[src/rtl/elbeth_pkg.sv]
`default_nettype none
// ============================================================================
//  Module  : elbeth_pkg
//  Purpose : Shared types and constants for the data-bus responder:
//            FSM state encoding, bus widths and default window geometry.
//  Ports   : none (package)
//  Rev     : 1.0  initial release
// ============================================================================
package elbeth_pkg;

   localparam int unsigned c_DATA_W          = 32;
   localparam int unsigned c_LANES           = 4;
   localparam logic [31:0] c_DEF_BASE_ADDR   = 32'h0000_1000;
   localparam int unsigned c_DEF_DEPTH_WORDS = 64;

   typedef enum logic [1:0] {
      IDLE   = 2'd0,
      ACCESS = 2'd1,
      ACK    = 2'd2
   } state_e;

endpackage : elbeth_pkg
`default_nettype wire

[src/rtl/dbus_storage.sv]
`default_nettype none
// ============================================================================
//  Module  : dbus_storage
//  Purpose : Single-port word array with per-byte-lane write enables and a
//            registered read port. Contents are never reset.
//  Ports   : clk      - rising-edge clock
//            addr_i   - word index shared by read and write
//            re_i     - read strobe; captures mem[addr_i] into rdata_o
//            we_i     - byte-lane write enables (one bit per lane)
//            wdata_i  - write data, lane k is wdata_i[8k+7:8k]
//            rdata_o  - registered read data
//  Rev     : 1.0  initial release
// ============================================================================
module dbus_storage
   import elbeth_pkg::*;
#(
   parameter int unsigned DEPTH_WORDS = c_DEF_DEPTH_WORDS,
   parameter int unsigned AW          = $clog2(DEPTH_WORDS)
) (
   input  logic                 clk,
   input  logic [AW-1:0]        addr_i,
   input  logic                 re_i,
   input  logic [c_LANES-1:0]   we_i,
   input  logic [c_DATA_W-1:0]  wdata_i,
   output logic [c_DATA_W-1:0]  rdata_o
);

   logic [c_DATA_W-1:0] mem_q [DEPTH_WORDS];
   logic [c_DATA_W-1:0] rdata_q;

   always_ff @(posedge clk) begin
      for (int k = 0; k < c_LANES; k++) begin
         if (we_i[k]) begin
            mem_q[addr_i][8*k +: 8] <= wdata_i[8*k +: 8];
         end
      end
      if (re_i) begin
         rdata_q <= mem_q[addr_i];
      end
   end

   assign rdata_o = rdata_q;

endmodule : dbus_storage
`default_nettype wire

[src/rtl/dbus_responder.sv]
`default_nettype none
// ============================================================================
//  Module  : dbus_responder
//  Purpose : Fixed-latency memory-window responder for a core data port.
//            A request is latched in IDLE, executed in ACCESS and
//            acknowledged in ACK (accept at edge N, ack during N+2).
//  Ports   : clk   - rising-edge clock
//            rst   - synchronous active-high reset
//            enb   - request strobe, held by the initiator until ackb
//            web   - byte-lane write enables, 4'b0000 = read
//            addrb - byte address
//            dinb  - write data
//            doutb - registered read data, held until the next read
//            ackb  - one-cycle completion pulse
//            errb  - error flag, qualified by ackb
//  Rev     : 1.0  initial release
// ============================================================================
module dbus_responder
   import elbeth_pkg::*;
#(
   parameter logic [31:0] BASE_ADDR   = c_DEF_BASE_ADDR,
   parameter int unsigned DEPTH_WORDS = c_DEF_DEPTH_WORDS
) (
   input  logic                 clk,
   input  logic                 rst,
   input  logic                 enb,
   input  logic [c_LANES-1:0]   web,
   input  logic [31:0]          addrb,
   input  logic [c_DATA_W-1:0]  dinb,
   output logic [c_DATA_W-1:0]  doutb,
   output logic                 ackb,
   output logic                 errb
);

   localparam int unsigned c_AW   = $clog2(DEPTH_WORDS);
   localparam logic [31:0] c_SPAN = 32'(DEPTH_WORDS * 4);

   state_e                 state_q, state_d;
   logic [31:0]            addr_q;
   logic [c_LANES-1:0]     web_q;
   logic [c_DATA_W-1:0]    dinb_q;
   logic [c_DATA_W-1:0]    doutb_q;
   logic                   err_q;

   logic                   w_accept;
   logic [31:0]            w_addr_sel;
   logic [31:0]            w_off;
   logic                   w_valid;
   logic [c_AW-1:0]        w_index;
   logic                   w_is_read;
   logic [c_LANES-1:0]     w_we;
   logic [c_DATA_W-1:0]    w_rdata;

   assign w_accept  = (state_q == IDLE) && enb;
   assign w_is_read = (web_q == '0);

   // One decoder serves both phases: in IDLE it indexes the storage with the
   // live address so the registered read is ready by ACCESS; afterwards it
   // decodes the latched address so late input changes have no effect.
   assign w_addr_sel = (state_q == IDLE) ? addrb : addr_q;
   assign w_off      = w_addr_sel - BASE_ADDR;
   // The lower-bound compare rejects wrap-around; once it holds, the
   // unsigned offset cannot wrap and a single upper-bound test suffices.
   assign w_valid    = (w_addr_sel[1:0] == 2'b00) &&
                       (w_addr_sel >= BASE_ADDR) &&
                       (w_off < c_SPAN);
   assign w_index    = w_off[c_AW+1:2];

   // Gating with rst makes a write aborted in ACCESS apply no lanes at all.
   assign w_we = ((state_q == ACCESS) && !w_is_read && w_valid && !rst)
                 ? web_q : '0;

   dbus_storage #(
      .DEPTH_WORDS (DEPTH_WORDS),
      .AW          (c_AW)
   ) u_storage (
      .clk     (clk),
      .addr_i  (w_index),
      .re_i    (w_accept),
      .we_i    (w_we),
      .wdata_i (dinb_q),
      .rdata_o (w_rdata)
   );

   always_comb begin
      state_d = state_q;
      case (state_q)
         IDLE:    if (enb) state_d = ACCESS;
         ACCESS:  state_d = ACK;
         ACK:     state_d = IDLE;
         default: state_d = IDLE;
      endcase
   end

   always_ff @(posedge clk) begin
      if (rst) begin
         state_q <= IDLE;
         doutb_q <= '0;
         err_q   <= 1'b0;
      end else begin
         state_q <= state_d;
         if (state_q == ACCESS) begin
            err_q <= !w_valid;
            if (w_is_read) begin
               doutb_q <= w_valid ? w_rdata : '0;
            end
         end
      end
   end

   // Request latches need no reset: they are only consumed after an accept.
   always_ff @(posedge clk) begin
      if (!rst && w_accept) begin
         addr_q <= addrb;
         web_q  <= web;
         dinb_q <= dinb;
      end
   end

   assign doutb = doutb_q;
   assign ackb  = (state_q == ACK);
   assign errb  = ackb && err_q;

endmodule : dbus_responder
`default_nettype wire

[config.mk]
export PLATFORM = sky130hd
export DESIGN_NAME = dbus_responder
export DESIGN_NICKNAME = d
export VERILOG_FILES = /design/src/rtl/elbeth_pkg.sv /design/src/rtl/dbus_storage.sv /design/src/rtl/dbus_responder.sv
export SDC_FILE = /design/constraint.sdc
export NUM_CORES = 2
export LEC_CHECK = 0
export BUFFER_PORTS_ARGS = -buffer_cell sky130_fd_sc_hd__buf_2
export CAP_MARGIN = 20
export CORE_MARGIN = 2
export CORE_UTILIZATION = 25
export CTS_CLUSTER_DIAMETER = 200
export DETAILED_ROUTE_END_ITERATION = 12
export SYNTH_ARGS = -nofsm -noshare
export SYNTH_HDL_FRONTEND = slang
export SYNTH_SLANG_ARGS = --single-unit
[constraint.sdc]
create_clock -name clk -period 14 [get_ports clk]
set_clock_uncertainty 0.05 [all_clocks]
set_input_delay 0.7 -clock clk [delete_from_list [all_inputs] [get_ports clk]]
set_output_delay 0.7 -clock clk [all_outputs]
set_load 0.02 [all_outputs]
# --- Yosys cells after proc, flatten, opt, wreduce, memory -nomap -nowiden ---
# Memory sizes are Yosys's and may differ from the RTL's. A register that Yosys moved wholly into a read port is not among the register bits.
# Cells that the tools add are included.
totals:
  ff_bits: 103
  ramBits: 2048
  in_bits: 71
  out_inout_bits: 34
  n_memories: 1
classes:
  add_sub_neg: 1
  magnitude_cmp: 2
  eq_ne: 3
  muxes: 13
  n_reduce_logical: 15
mem_list:
  columns: ["memory", "depth", "word_bits", "rd", "rd_clocked_by_memory_dff", "wr", "line", "text"]
  rows:
  - ["u_storage.mem_q", 64, 32, 1, 1, 1, "dbus_storage.sv:28", "logic [c_DATA_W-1:0] mem_q [DEPTH_WORDS];"]
ops:
  columns: ["operator", "n"]
  rows:
  - ["$mux W32", 2]
  - ["$ge A32 B13 Y1 const B", 1]
  - ["$lt A32 B9 Y1 const B", 1]
  - ["$sub A32 B13 Y32 const B", 1]
  - ["$logic_and A1 B1 Y1", 8]
  - ["$mux W1", 8]
  - ["$logic_not A2 Y1", 2]
  - ["$logic_not A4 Y1", 1]
  - ["$mux W4", 1]
  - ["$pmux W2 S2", 1]
  - ["$logic_not A1 Y1", 3]
  - ["$eq A2 B1 Y1 const B", 1]
  - ["$eq A2 B2 Y1 const B", 1]
  - ["$mux W2", 1]
  - ["$ne A2 B2 Y1 const B", 1]
  - ["$reduce_and A2 Y1", 1]

# --- Depth between registers and ports, before layout ---
depth:
  ltp_word: 10
  mapped_depth: 12
  mapped_depth_nobuf: 7

# --- Modules after synthesis ---
# A second synthesis with hierarchy kept.
unflattened:
  hier_cells: 4818
  hier_area_um2: 83659.0
by_module_without_submodules:
  columns: ["module", "instances", "cells_per_inst", "area_each_um2"]
  rows:
  - ["dbus_storage", 1, 4481, 79319.8]
  - ["dbus_responder", 1, 337, 4339.2]

# --- Worst setup path before layout ---
# Ideal clock, no wire load.
synth_timing:
  kind: "flip-flop to flip-flop"
  startpoint: "register state_q[1]"
  endpoint: "register addr_q[0], enable pin"
  setup_ps: 504
  arrival_time_ps: 4832
  t_required_ps: 13446
  path_slack_ps: 8614
  path_stages_with_launch: 6
  path_buffers: 2
  path_cell_list: "dfxtp_1 buf_4 nor2_4 buf_2 and2_1 nor2b_1"
synth_between:
  elab_chain_cells: 3
synth_rtl:
  columns: ["element", "line", "text"]
  rows:
  - ["from (decl)", "dbus_responder.sv:38", "state_e state_q, state_d;"]
  - ["from (signal assigned)", "dbus_responder.sv:101", "state_q <= state_d;"]
  - ["$logic_not A2 Y1", "dbus_responder.sv:54", "assign w_accept = (state_q == IDLE) && enb;"]
  - ["$logic_and A1 B1 Y1", "dbus_responder.sv:54", null]
  - ["via u_storage.re_i", "dbus_storage.sv:22", "input logic re_i,"]
  - ["$logic_and A1 B1 Y1", "dbus_responder.sv:113", "if (!rst && w_accept) begin"]
  - ["to (signal assigned)", "dbus_responder.sv:114", "addr_q <= addrb;"]
  - ["to (decl)", "dbus_responder.sv:39", "logic [31:0] addr_q;"]
# The timed path passes the listed nets, and every way through them passes these cells.
# A chain may end at the register's enable or synchronous reset.

# --- Final worst setup path ---
layout_timing:
  startpoint: "register state_q[0]"
  endpoint: "memory u_storage.mem_q[9][22], enable pin"
layout_between:
  elab_chain_cells: 10
layout_rtl:
  columns: ["element", "line", "text"]
  rows:
  - ["$logic_not A2 Y1", "dbus_responder.sv:60", "assign w_addr_sel = (state_q == IDLE) ? addrb : addr_q;"]
  - ["$mux W32", "dbus_responder.sv:60", null]
  - ["$sub A32 B13 Y32, or another cell as far along", "dbus_responder.sv:61", "assign w_off = w_addr_sel - BASE_ADDR;"]
  - ["$lt A32 B9 Y1 or $logic_and A1 B1 Y1 (tied branches)", "dbus_responder.sv:66, dbus_responder.sv:64", null]
  - ["$logic_and A1 B1 Y1", "dbus_responder.sv:65", "(w_addr_sel >= BASE_ADDR) &&"]
  - ["$logic_and A1 B1 Y1 (2 in series)", "dbus_responder.sv:70", "assign w_we = ((state_q == ACCESS) && !w_is_read && w_valid && !rst)"]
  - ["$mux W4", "dbus_responder.sv:71", "? web_q : '0;"]
  - ["$mux W1", "dbus_storage.sv:33", "if (we_i[k]) begin"]
  - ["$mux W1 (not written as such)", "dbus_storage.sv:34", "mem_q[addr_i][8*k +: 8] <= wdata_i[8*k +: 8];"]
  - ["to (decl)", "dbus_storage.sv:28", null]
# Parallel ways exist; a longest one is shown, timed or not.

==> impl_metrics.py <==
metrics = {
    "placed_design": {
        "placed_area_um2": 87800,
        "dp_slack_ns": 8.24,
        "dp_hpwl_um": 151000,
        "place_congestion": 0.839,
        "io_buffers": 104,
        "dp_cells": 8948,
    },
    "timing": {
        "setup_slack_ns": 8.25,
        "setup-violations-final": 0,
        "whs_ns": 0.0530,
        "clock.fmax_mhz": 174,
        "slew_viol_final": 0,
        "fin_tns_setup_ns": 0,
        "timing.slew.headroom_pct": 20.5,
        "worst_slew_pin_slew_ns": 1.18,
        "period_minus_slack_ns": 5.75,
        "post-route-period-util_pct": 41.1,
        "rsz0062_at_grt": "false",
        "hold_viol": 0,
    },
    "synthesis": {
        "ys_ff_latch": 2183,
        "synthTopCellsByCount": "edfxtp_1, a22oi_1, nand2_1",
        "async_flop_share_pct": 0,
        "synth-edff-count": 2148,
        "synth_ff_type": "edfxtp_1",
        "avgSynthCellArea_um2": 17.6,
        "yosysTopAreaCell": "edfxtp_1",
        "yosys_warnings": 0,
        "synth_top_area_share_pct": 79.4,
        "yosysMostFrequentCell": "edfxtp_1",
        "synthesis.area_um2": 81200,
        "ys_seq_area_share_pct": 80.3,
        "syn_nets": 4691,
        "yosys.cell_types.count": 68,
        "yosys-top-cells-area": "edfxtp_1, a22oi_1, a22o_1",
        "synth_cells": 4620,
    },
    "detailed_routing": {
        "drtAntennaViolNets": 0,
        "dr.pass1.iters": 8,
        "dr.first_iter.drc_count": 7642,
        "avgViaCountPerCell": 5.15,
        "drcViolationCount": 0,
        "wl_um": 262000,
        "wl_per_cell_um": 27.7,
        "vias": 48603,
    },
    "setup_path": {
        "critPathKind": "register to register",
        "crit_fanout": 43,
        "path_delay_family": "simple AND/OR/NAND/NOR gates",
        "worstRegToRegCells": 8,
        "path_cells": "or2_1, nand4_1, a222oi_1, o211ai_1, nor3_2, nand2_2, buf_4, nor3_1",
        "worstPathArrival_ns": 6.18,
        "cp.buffers_inverters": 1,
        "cp_slowest_stage_delay_ns": 0.92,
        "cp.depth": 8,
        "reg2reg_slack_ns": 8.25,
        "startpoint_type": "register",
        "end_kind": "register",
        "cpMaxStageDelayCell": "nor3_2",
        "required_ns": 14.43,
    },
    "floorplanning": {
        "die_h_um": 574,
        "core_area_um2": 324000,
        "rows": 209,
        "die_w_um": 574,
        "start_util_pct": 25.1,
        "io_pins": 105,
        "dieArea_um2": 329000,
    },
    "outcome": {
        "outcome": "finished, final reports clean",
    },
    "grt": {
        "grtUsageTotal_pct": 15.3,
        "met3_usage_pct": 3.02,
        "antenna_found_initial": 14,
        "grt-ovfl-total": 0,
        "grt_max_degree": 84,
        "grt.met1_usage_pct": 20.0,
        "grt_busiest_layer": "met2",
        "grt_pass1_wl_um": 366000,
        "grt_pass1_vias": 47047,
        "use_met2_pct": 24.9,
    },
    "clock_network": {
        "root_buffer": "clkbuf_16",
        "path_clk_slew_ns": 0.06,
        "htree_levels": 4,
        "clock-sinks": 2183,
        "clkLatencyLatePin_ns": 0.87,
        "cts_buffers": 212,
        "cts.path.max_buffers": 3,
        "cts_tree": "yes",
        "cts_setup_buffers": 0,
    },
    "final_layout": {
        "area_growth_pct": 17.8,
        "drive_gt1_share_pct": 16.0,
        "utilization_pct": 29.5,
        "final_area_um2": 95600,
        "num-nets-final": 5001,
        "final_cells": 9443,
    },
    "power": {
        "p_leak_nw": 28.8,
        "p_total_mw": 13.8,
        "ir_drop_mv": 0.0941,
        "power_density_nw_per_um2": 145,
    },
    "worst_hold_path": {
        "hold_path.class": "input pin to register",
        "holdPathStages": 1,
    },
    "flow_run": {
        "cap_violations": 0,
    },
}
[layout by cell type, fill, tap and decap left out, types with 48 or more instances in the layout]
master / count
a31oi_1: 85
o21ai_0: 125
buf_2: 125
nor2_1: 98
nand4_1: 66
a21oi_1: 92
nor3_2: 63
dlygate4sd3_1: 58
clkbuf_16: 216
a222oi_1: 104
nor3_1: 145
clkbuf_1: 50
edfxtp_1: 2148
buf_4: 223
a22o_1: 139
a221oi_1: 67
mux2i_1: 101
clkinv_1: 48
a22oi_1: 514
nand2_1: 166
[final timing paths]
check / from / endpoint
hold reg to reg: u_storage.rdata_o[29]$_DFFE_PP_ / doutb[29]$_SDFFE_PP0P_
setup / recovery: state_q[0]$_SDFFE_PP0P_ / u_storage.mem_q[9][22]$_DFFE_PP_
hold / removal: dinb[30] / dinb_q[30]$_DFFE_PP_
setup reg to reg: state_q[0]$_SDFFE_PP0P_ / u_storage.mem_q[9][22]$_DFFE_PP_
[worst reg2reg max path: stages (launching register included)]
cell and delay, ns:
dfxtp_1 0.64, or2_1 0.82, nand4_1 0.22, a222oi_1 0.38, o211ai_1 0.25, nor3_2 0.92
nand2_2 0.64, buf_4 0.51, nor3_1 0.94
[sequential cells by signal, summed over array words and instances, names as in the netlist]
name / flops
u_storage.mem_q: 2048
addr_q: 32
dinb_q: 32
doutb: 32
u_storage.rdata_o: 32
web_q: 4
state_q: 2
err_q: 1
[kinds of logic after synthesis]
logic type      count (synthesis)  share of synthesized area, %
simple gates                  697                          4.51
compound gates               1282                          11.8
mux                           123                          1.54
buf+inv                       335                          1.84
flops                        2183                          80.3
[cell type report]
type	count	area, um^2
Clock buffer	274	5700
Fill cell	31791	228000
Clock inverter	123	1350
Antenna cell	5	12.5
Timing Repair Buffer	428	3080
Tap cell	4325	5410
Inverter	3	11.3
Sequential cell	2183	65200
Multi-Input combinational cell	2102	14900
[power breakdown]
group / total, mW / switching, mW / internal [mW]
combinational: 0.826 / 0.616 / 0.210
sequential: 7.20 / 0.0182 / 7.18
clock: 5.80 / 2.48 / 3.32
total: 13.8 / 3.11 / 10.7
[metal layers]
metal / wire [um] / part of all wire (%)
met5: 0 / 0
met4: 10200 / 3.9
met3: 26200 / 10
met2: 124000 / 47
met1: 101000 / 39
[repair_timing]
action | CTS | global route
hold buffers | 58 | 0
resized for setup | 0 | 0
endpoints found under the hold margin | 58 | 0
No activity file was read; power rests on OpenSTA's default activity.
